## config.mk

```make
export PLATFORM = sky130hd
export DESIGN_NAME = seg7_multi_ctrl
export DESIGN_NICKNAME = d
export VERILOG_FILES = /design/src/rtl/seg7_multi_ctrl.sv
export SDC_FILE = /design/constraint.sdc
export NUM_CORES = 1
export LEC_CHECK = 0
export ABC_CLOCK_PERIOD_IN_PS = 2800
export BUFFER_PORTS_ARGS = -buffer_cell sky130_fd_sc_hd__clkbuf_2
export CAP_MARGIN = 5
export CORE_MARGIN = 4
export CORE_UTILIZATION = 53
export CTS_CLUSTER_DIAMETER = 100
export DETAILED_ROUTE_END_ITERATION = 7
export PLACE_DENSITY = 0.79
export SLEW_MARGIN = 30
export SYNTH_ARGS = -nofsm -noshare
export SYNTH_HDL_FRONTEND = slang
export SYNTH_SLANG_ARGS = --single-unit
```

## constraint.sdc

```tcl
create_clock -name clk -period 2.8 [get_ports clk]
set_clock_uncertainty 0.1 [all_clocks]
set_input_delay 0.14 -clock clk [delete_from_list [all_inputs] [get_ports clk]]
set_output_delay 0.14 -clock clk [all_outputs]
set_load 0.02 [all_outputs]
```

## src/rtl/seg7_multi_ctrl.sv

```systemverilog
// seg7_multi_ctrl: multi-digit active-low 7-seg driver with blink timebase, hex mode and leading-zero blanking
module seg7_multi_ctrl #(
  parameter int DIGITS    = 4,
  parameter int BLINK_DIV = 25000000
) (
  input  logic                clk,
  input  logic                rst_n,
  input  logic                load,
  input  logic [4*DIGITS-1:0] data,
  input  logic                hex_mode,
  input  logic                lzb,
  input  logic [DIGITS-1:0]   blink_mask,
  input  logic                blink_rst,
  output logic [7*DIGITS-1:0] seg,
  output logic                blink_phase
);
  localparam int CW = $clog2(BLINK_DIV);
  logic [4*DIGITS-1:0] r_data;
  logic [CW-1:0]       r_bcnt;
  logic                r_phase;
  logic [7*DIGITS-1:0] r_seg;
  logic [7*DIGITS-1:0] w_seg;
  logic                w_run;
  function automatic logic [6:0] dec(input logic [3:0] v, input logic hx);
    case (v)
      4'h0: dec = 7'b1000000;
      4'h1: dec = 7'b1111001;
      4'h2: dec = 7'b0100100;
      4'h3: dec = 7'b0110000;
      4'h4: dec = 7'b0011001;
      4'h5: dec = 7'b0010010;
      4'h6: dec = 7'b0000010;
      4'h7: dec = 7'b1011000;
      4'h8: dec = 7'b0000000;
      4'h9: dec = 7'b0010000;
      4'ha: dec = hx ? 7'b0001000 : 7'h7f;
      4'hb: dec = hx ? 7'b0000011 : 7'h7f;
      4'hc: dec = hx ? 7'b1000110 : 7'h7f;
      4'hd: dec = hx ? 7'b0100001 : 7'h7f;
      4'he: dec = hx ? 7'b0000110 : 7'h7f;
      default: dec = hx ? 7'b0001110 : 7'h7f;
    endcase
  endfunction
  // w_run stays high while every nibble from the top down to i is zero
  always_comb begin
    w_seg = '1;
    w_run = 1'b1;
    for (int i = DIGITS - 1; i >= 0; i--) begin
      w_run = w_run && (r_data[4*i+:4] == 4'd0);
      w_seg[7*i+:7] = ((r_phase && blink_mask[i]) || (lzb && w_run && i != 0)) ? 7'h7f
                    : dec(r_data[4*i+:4], hex_mode);
    end
  end
  always_ff @(posedge clk or negedge rst_n) begin
    if (!rst_n) begin
      r_data  <= '0;
      r_bcnt  <= '0;
      r_phase <= 1'b0;
      r_seg   <= '1;
    end else begin
      if (load) r_data <= data;
      r_seg <= w_seg;
      if (blink_rst) begin
        r_bcnt  <= '0;
        r_phase <= 1'b0;
      end else if (r_bcnt == CW'(BLINK_DIV - 1)) begin
        r_bcnt  <= '0;
        r_phase <= ~r_phase;
      end else begin
        r_bcnt <= r_bcnt + CW'(1);
      end
    end
  end
  assign seg         = r_seg;
  assign blink_phase = r_phase;
endmodule
```

After elaboration in Yosys (flattened, before gate mapping):

Cells that the tools add are included.

* word-level logic and storage cells: 98
* memories kept: 0
* bits in latches: 0
* RAM bits: 0
* output and inout port bits: 29
* ROM bits: 0
* bits in registers: 70
* input port bits: 26

* bitwise logic cells: 1
* $mul: 0
* magnitude comparators: 0
* shift-type cells: 0
* divide/modulo/power cells: 0
* add/sub/neg operators: 1
* muxes and demuxes: 18
* eq/ne operators: 57
* reduce and logical (&&, ||, !) cells: 17

Operators by type and width (number)
* $pmux 7 s15: 4
* $eq 4x4->1 const B: 28
* $eq 4x3->1 const B: 16
* $mux 7: 9
* $mux 25: 2
* $eq 4x2->1 const B: 8
* $add 25x1->25 const B: 1
* $eq 25x25->1 const B: 1
* $eq 4x1->1 const B: 4
* $logic_not 4->1: 4
* $logic_and 1x1->1: 9
* $mux 6: 1
* $logic_or 1x1->1: 3
* $mux 1: 2
* $reduce_bool 2->1: 1
* $not 1->1: 1

Logic depth before layout (Yosys ltp):

Gate-level depths: netlist (run 1).

* depth after elaboration: 6
* gate-level depth with buffers: 6
* depth with buffers taken out: 5

Least setup slack after synthesis (run 1):

No wires, ideal clock.

* path kind: reg2reg
* start point: register r_bcnt[0]
* end point: register r_bcnt[24]
* cell stages (with the launch flop): 7
* path slack: 749 ps
* arrival: 1873 ps
* data required time: 2622 ps
* buffers on the path: 1
* path through: dfrtp_1 -> ha_1 -> nand2_1 -> or4_1 -> buf_2 -> or4_1 -> a21oi_1

* longest elaborated chain between the ends: 3
* elaborated cells between the ends (all ways): 4
* those cells by class: 1 x add/sub; 1 x eq/ne; 2 x mux

Ends and longest elaborated chain
* from (decl): RTL line 19 `logic [CW-1:0] r_bcnt;`
* from (signal assigned): RTL line 70 `r_bcnt <= r_bcnt + CW'(1);`
* $add 25x1->25 or $eq 25x25->1 (tied branches): RTL line 70, 66
* $mux 25 (*): RTL line 66 `end else if (r_bcnt == CW'(BLINK_DIV - 1)) begin`
* $mux 25 (*): RTL line 63 `if (blink_rst) begin`

Every way passes the cells marked *; elsewhere a longest branch is shown, timed or not.
A chain may end at the register's enable or synchronous reset.

Worst setup path after layout (run 1):

Ends and elaborated chain as after synthesis.

==> out/results.ini, run 1 <==
[synth]
syn_area_um2 = 3630
yosysUniqueCellTypes = 44
syn_inst = 407
synth-async-reset-ratio_pct = 100
ys_warn_count = 0
synth_top_flop_cell = dfrtp_1
seq_area_frac_synth_pct = 49.2
synthesis.nets = 434
synth-seq-cells = 70
synth_edf_count = 0
syn_area_per_cell_um2 = 8.92

[job]
maxCapViolCount = 0

[final_layout]
fin_nets = 494
antenna_cells = 0
stdcell_count = 549
final_cell_mix = clkbuf_2 (53), o21ai_0 (46), a21oi_1 (45)
final.fill_count = 515
layout_commonest_cell = clkbuf_2
drive_gt1_share_pct = 23.1
synthToLayoutAreaGrowth_pct = 17.7

[global_routing]
grt_use_total_pct = 21.5
first_global_vias = 3212
grt_max_degree = 71
gr-total-overflow = 0
grt_pass1_wl_um = 14600
antenna_found_initial = 0

[placement]
io_buffer_count = 54
gp_congestion = 0.821
hpwlAfterDp_um = 5340
place_inst = 515

[route]
drt_iter0_drc = 153
avgRoutedWirePerCell_um = 15.0
antenna_left = 0
via_count = 3242
vias_per_cell = 5.91
dr.pass1.iters = 5
wl_um = 8210
remaining_drc_errors = 0

[floorplanning]
placementRows = 29
coreArea_um2 = 6490
initial_core_util_pct = 55.9
die_w_um = 90.8
dieArea_um2 = 8240
die_y_um = 90.8
ioPinCount = 55

[pwr]
p_leak_uw = 0.00182
power_density_nw_per_um2 = 574
peakVddDrop_uv = 371

[clock_network]
cts_setup_buffers = 0
clk-insertion-delay-late_ps = 340
cts_root_buf = clkbuf_8
h-tree-depth = 3
cts_made_buffers = 9
cts_tree = yes
cts_buffer_depth = 2
clk_pin_slew_ps = 70
cts.sinks = 70

[setup_path]
critPathLaunchType = flop
r2r_slack_ps = 530
crit_arrival_ps = 2440
required_ps = 2970
crit_path_start = r_bcnt[0]
crit_fanout = 10
crit_type = reg2reg
cp-end-kind = flop
r2r_start = r_bcnt[0]

[sta]
min_period_over_period_pct = 81.0
slew_violations = 0
tightest_slew_ps = 848
relSlewSlack_pct = 43.5
period_minus_slack_ps = 2270
fin_setup_tns_ps = 0
fmax_mhz = 441
hold_viol_final = 0
finalSetupViolations = 0
rsz0062_at_grt = false

[status]
status = completed

[min_path]
min_from = blink_mask[0]
hp-class = in2reg

## worst max-delay path: stages (launching register included)
cell     delay, ps
dfrtp_1        370
ha_1           210
nand2_1        140
or4_1          690
or4_1          530
a21oi_1        160
## metrics by stage
step	hold slack [ps]	setup slack, ps	cell area (um^2)	power, uW	utilization, %
2_1_floorplan	-256	749	3630	1570	-
3_3_place_gp	249	643	3920	1710	60.4
3_5_place_dp	249	559	3920	1730	60.4
4_1_cts	30.5	531	4280	2470	65.8
5_1_grt	70.2	382	4280	2590	65.8
6_report	48.3	531	4280	2450	65.8
## kinds of logic after synthesis
family                     after synthesis  share of synthesized area (%)
AOI/OAI and AO/OA                      126                           20.0
xor gates and xnor gates                16                           3.86
adders and majority gates                1                          0.344
buffers and inverters                   40                           4.17
DFF                                     70                           49.2
muxes                                    6                           1.86
and+or+nand+nor                        148                           20.5
## final cells by class
type                    count  area [um^2]  share of cell area [%]
multi-input cells         297         1700                    39.7
clock buffers              15          166                    3.89
inverters                  15         56.3                    1.32
flip-flops and latches     70         1790                    41.8
repair buffers             74          465                    10.9
clock inverters             1         5.00                   0.117
well taps                  77         96.3                    2.25
## power by group
part / internal, uW / leakage (uW) / total, uW / switching, uW
combinational: 192 / 0.000885 / 484 / 292
sequential: 1160 / 0.000846 / 1250 / 92.3
clock: 370 / 0.0000877 / 719 / 349
total: 1720 / 0.00182 / 2450 / 734
## path summary, 6_finish.rpt
check                              end  depth (start not counted)
setup / recovery            r_bcnt[24]                          5
hold / removal                  seg[2]                          3
setup reg to reg            r_bcnt[24]                          5
min in group asynchronous  blink_phase                          3
max in group asynchronous   r_data[12]                          3
hold reg to reg              r_bcnt[0]                          1
## flip-flops by register name (all words and copies together), names as in the netlist
| name | cells |
|---|---|
| blink_phase | 1 |
| seg | 28 |
| r_bcnt | 25 |
| r_data | 16 |
## Yosys cell counts (3+ instances only)
library cell | count | share of area [%]
o21ai_0 | 46 | 6.3
a21oi_1 | 45 | 6.2
dfrtp_1 | 42 | 29
nand2_1 | 40 | 4.1
nor2_1 | 38 | 3.9
dfstp_2 | 28 | 20
clkbuf_1 | 23 | 2.4
inv_1 | 15 | 1.6
nor2b_1 | 13 | 2.2
nand3_1 | 10 | 1.4
xnor2_1 | 10 | 2.4
o22ai_1 | 8 | 1.4
o31ai_1 | 8 | 1.7
nor3_1 | 7 | 0.96
mux2_2 | 6 | 1.9
nand4_1 | 6 | 1.0
xor2_1 | 6 | 1.4
and2_1 | 5 | 0.86
or4_1 | 5 | 1.0
nand2b_1 | 4 | 0.69
o221ai_1 | 4 | 0.96
or3_1 | 4 | 0.69
nor4_1 | 3 | 0.52
or3_2 | 3 | 0.62
## timing repair
item,4_1_cts,5_1_grt
hold buffers,18,0
gates resized for setup,0,0
endpoints found under the hold margin,60,0
endpoints found under the setup margin,0,0
## routing by layer
layer | GRT usage [%] | up-vias | share of wire (%)
met2 | 37.1 | 108 | 50
met1 | 26.0 | 1560 | 41
met5 | 0 | - | 0
met4 | 7.79 | 0 | 1.6
met3 | 5.33 | 13 | 6.6
li1 | - | 1561 | -
Note: power is estimated with default switching activity, not from simulation.
==> run 2, diff against run 1 <==
--- a/config.mk
+++ b/config.mk
@@ -5,14 +5,14 @@
 export SDC_FILE = /design/constraint.sdc
 export NUM_CORES = 1
 export LEC_CHECK = 0
-export ABC_CLOCK_PERIOD_IN_PS = 2800
+export ABC_CLOCK_PERIOD_IN_PS = 1900
 export BUFFER_PORTS_ARGS = -buffer_cell sky130_fd_sc_hd__clkbuf_2
 export CAP_MARGIN = 5
 export CORE_MARGIN = 4
-export CORE_UTILIZATION = 53
+export CORE_UTILIZATION = 51
 export CTS_CLUSTER_DIAMETER = 100
 export DETAILED_ROUTE_END_ITERATION = 7
-export PLACE_DENSITY = 0.79
+export PLACE_DENSITY = 0.8
 export SLEW_MARGIN = 30
 export SYNTH_ARGS = -nofsm -noshare
 export SYNTH_HDL_FRONTEND = slang
==> constraint.sdc (replaced) <==
create_clock -name clk -period 1.9 [get_ports clk]
set_clock_uncertainty 0.1 [all_clocks]
set_input_delay 0.095 -clock clk [delete_from_list [all_inputs] [get_ports clk]]
set_output_delay 0.095 -clock clk [all_outputs]
set_load 0.02 [all_outputs]
==> out/results.ini, run 2 (synthesis results as in run 1) <==
[final_layout]
fin_nets = 533  ; +7.9%
antenna_cells = 0  ; unchanged
drive_gt1_share_pct = 33.1  ; +10 points
layout_commonest_cell = clkbuf_2
largest_reg_flops = 28  ; unchanged
final_area_um2 = 4760  ; +11%
synthToLayoutAreaGrowth_pct = 30.9
final_cell_mix = clkbuf_2 (53), o21ai_0 (46), dfrtp_1 (42)

[placement]
io_buffer_count = 54  ; unchanged
hpwlAfterDp_um = 5670  ; +6.3%
post_dp_cell_area_um2 = 4150  ; +5.6%
gp_congestion = 0.857  ; +4.5%
post-place-ws_ps = -49.8  ; -609 ps

[sta]
hold-worst-slack_ps = 48.5  ; +0.278 ps
rsz0062_at_grt = true
slew_violations = 0  ; unchanged
relSlewSlack_pct = 65.2  ; +22 points
setup_ws_ps = -8.48  ; -540 ps
fmax_mhz = 524  ; +19%
hold_viol_final = 0  ; unchanged
finalSetupViolations = 10  ; +10
tightest_slew_ps = 522  ; -326 ps
period_minus_slack_ps = 1910  ; -360 ps
min_period_over_period_pct = 100  ; +19 points
fin_setup_tns_ps = -40.1  ; -40.1 ps

[global_routing]
first_global_vias = 3211  ; -0.031%
grt_use_total_pct = 21.3  ; -0.15 points
antenna_found_initial = 0  ; unchanged
grt_pass1_wl_um = 14700  ; +0.47%
grt_max_degree = 71  ; unchanged
gr-total-overflow = 0  ; unchanged

[setup_path]
crit_arrival_ps = 2040  ; -400 ps
crit_type = reg2reg
crit_fanout = 6  ; -4
cp-end-kind = flop
critPathLaunchType = flop
required_ps = 2030  ; -940 ps
r2r_slack_ps = -8  ; -540 ps

[status]
status = finished with violations
failed_checks = setup timing

[pwr]
seqPwrFrac_pct = 47.3  ; -3.6 points
p_leak_uw = 0.00205  ; +13%
power_density_nw_per_um2 = 805  ; +40%
p_int_uw = 2700  ; +57%
swShare_pct = 29.5  ; -0.41 points
peakVddDrop_uv = 537  ; +45%
clockPowerShare_pct = 31.6  ; +2.3 points
comb_power_share_pct = 21.1  ; +1.4 points
finalPower_uw = 3830  ; +56%
p_sw_uw = 1130  ; +54%

[floorplanning]
coreArea_um2 = 6870  ; +5.8%
dieArea_um2 = 8540  ; +3.6%
initial_core_util_pct = 52.9  ; -3.0 points
ioPinCount = 55  ; unchanged
placementRows = 30  ; +3.4%
die_y_um = 92.4  ; +1.8%
die_w_um = 92.4  ; +1.8%

[clock_network]
cts_tree = yes
clk_pin_slew_ps = 70  ; about the same
cts_buffer_depth = 2  ; unchanged
cts_made_buffers = 9  ; unchanged
h-tree-depth = 3  ; unchanged
cts.sinks = 70  ; unchanged
clk-insertion-delay-late_ps = 340  ; about the same
cts_root_buf = clkbuf_8

[route]
dr.pass1.iters = 4  ; -1
avgRoutedWirePerCell_um = 15.1  ; +0.90%
wl_um = 9160  ; +12%
remaining_drc_errors = 0  ; unchanged
drt_iter0_drc = 139  ; -9.2%
via_count = 3413  ; +5.3%
vias_per_cell = 5.62  ; -4.8%
antenna_left = 0  ; unchanged

[job]
maxCapViolCount = 0  ; unchanged

[min_path]
hp-class = in2reg

run 2: cell count changes in the layout (fill, tap and decap cells not counted), moves of 2 or more:
| cell | delta |
|---|---|
| a21oi_1 | -8 |
| a21oi_2 | +8 |
| buf_4 | +28 |
| buf_6 | +8 |
| clkbuf_1 | -3 |
| clkinv_2 | +2 |
| nor2_1 | -5 |
| nor2_2 | +3 |
| nor2_4 | +2 |
| or3_2 | -3 |
| or3_4 | +3 |
| or4_1 | -2 |
| or4_4 | +2 |
run 2: final timing paths:
kind,startpoint,endpoint,depth (start not counted)
worst min-delay path,blink_mask[3],seg[23],3
max in group asynchronous,rst_n,seg[25],3
worst max-delay path,r_bcnt[0],r_bcnt[3],8
worst min register to register,r_bcnt[0],r_bcnt[0],1
min in group asynchronous,rst_n,r_bcnt[18],3
worst max register to register,r_bcnt[0],r_bcnt[3],8
run 2: metrics by stage:
stage          utilization, %  instances
6_report                 69.2        607
2_1_floorplan               -        407
3_5_place_dp             60.3        556
3_3_place_gp             60.3        556
4_1_cts                  66.4        594
5_1_grt                  69.2        607
run 2: worst max-delay path, cell delays in order (launching register included):
cell	delay (ps)
dfrtp_1	380
ha_2	210
buf_6	100
and2_4	130
nand4_1	220
o31ai_4	310
buf_6	160
buf_6	140
nor2_1	50
run 2: final cells by class:
| cell class | count | area [um^2] |
|---|---|---|
| fillers | 519 | 2110 |
| multi-input cells | 297 | 1790 |
| flip-flops and latches | 70 | 1790 |
| repair buffers | 113 | 801 |
| clock buffers | 12 | 155 |
| well taps | 96 | 120 |
| inverters | 15 | 56.3 |
| clock inverters | 4 | 45.0 |
run 2: repair_timing:
| action | in CTS | in global routing |
|---|---|---|
| resized for setup | 2 | 28 |
| pin swaps | 3 | 9 |
| endpoints found under the setup margin | 16 | 25 |
| setup buffers | 2 | 11 |
| hold buffers | 19 | 0 |
| hold endpoints to repair | 91 | 0 |
| gates cloned | 1 | 2 |
run 2: power by group through the flow:
stage | logic [uW] | clock network (uW) | registers (uW)
floorplan | 388 | 0 | 1930
global placement | 734 | 0 | 1830
detailed placement | 747 | 0 | 1830
CTS | 784 | 1230 | 1810
global route | 890 | 1290 | 1830
finish | 806 | 1210 | 1810
run 2: metal layers:
| layer | GRT usage (%) | wire length [um] | vias to the layer above |
|---|---|---|---|
| met5 | 0 | 0 | - |
| met4 | 9.53 | 206 | 0 |
| met3 | 5.12 | 465 | 21 |
| met2 | 35.7 | 4760 | 106 |
| met1 | 26.1 | 3730 | 1645 |
| li1 | - | - | 1641 |
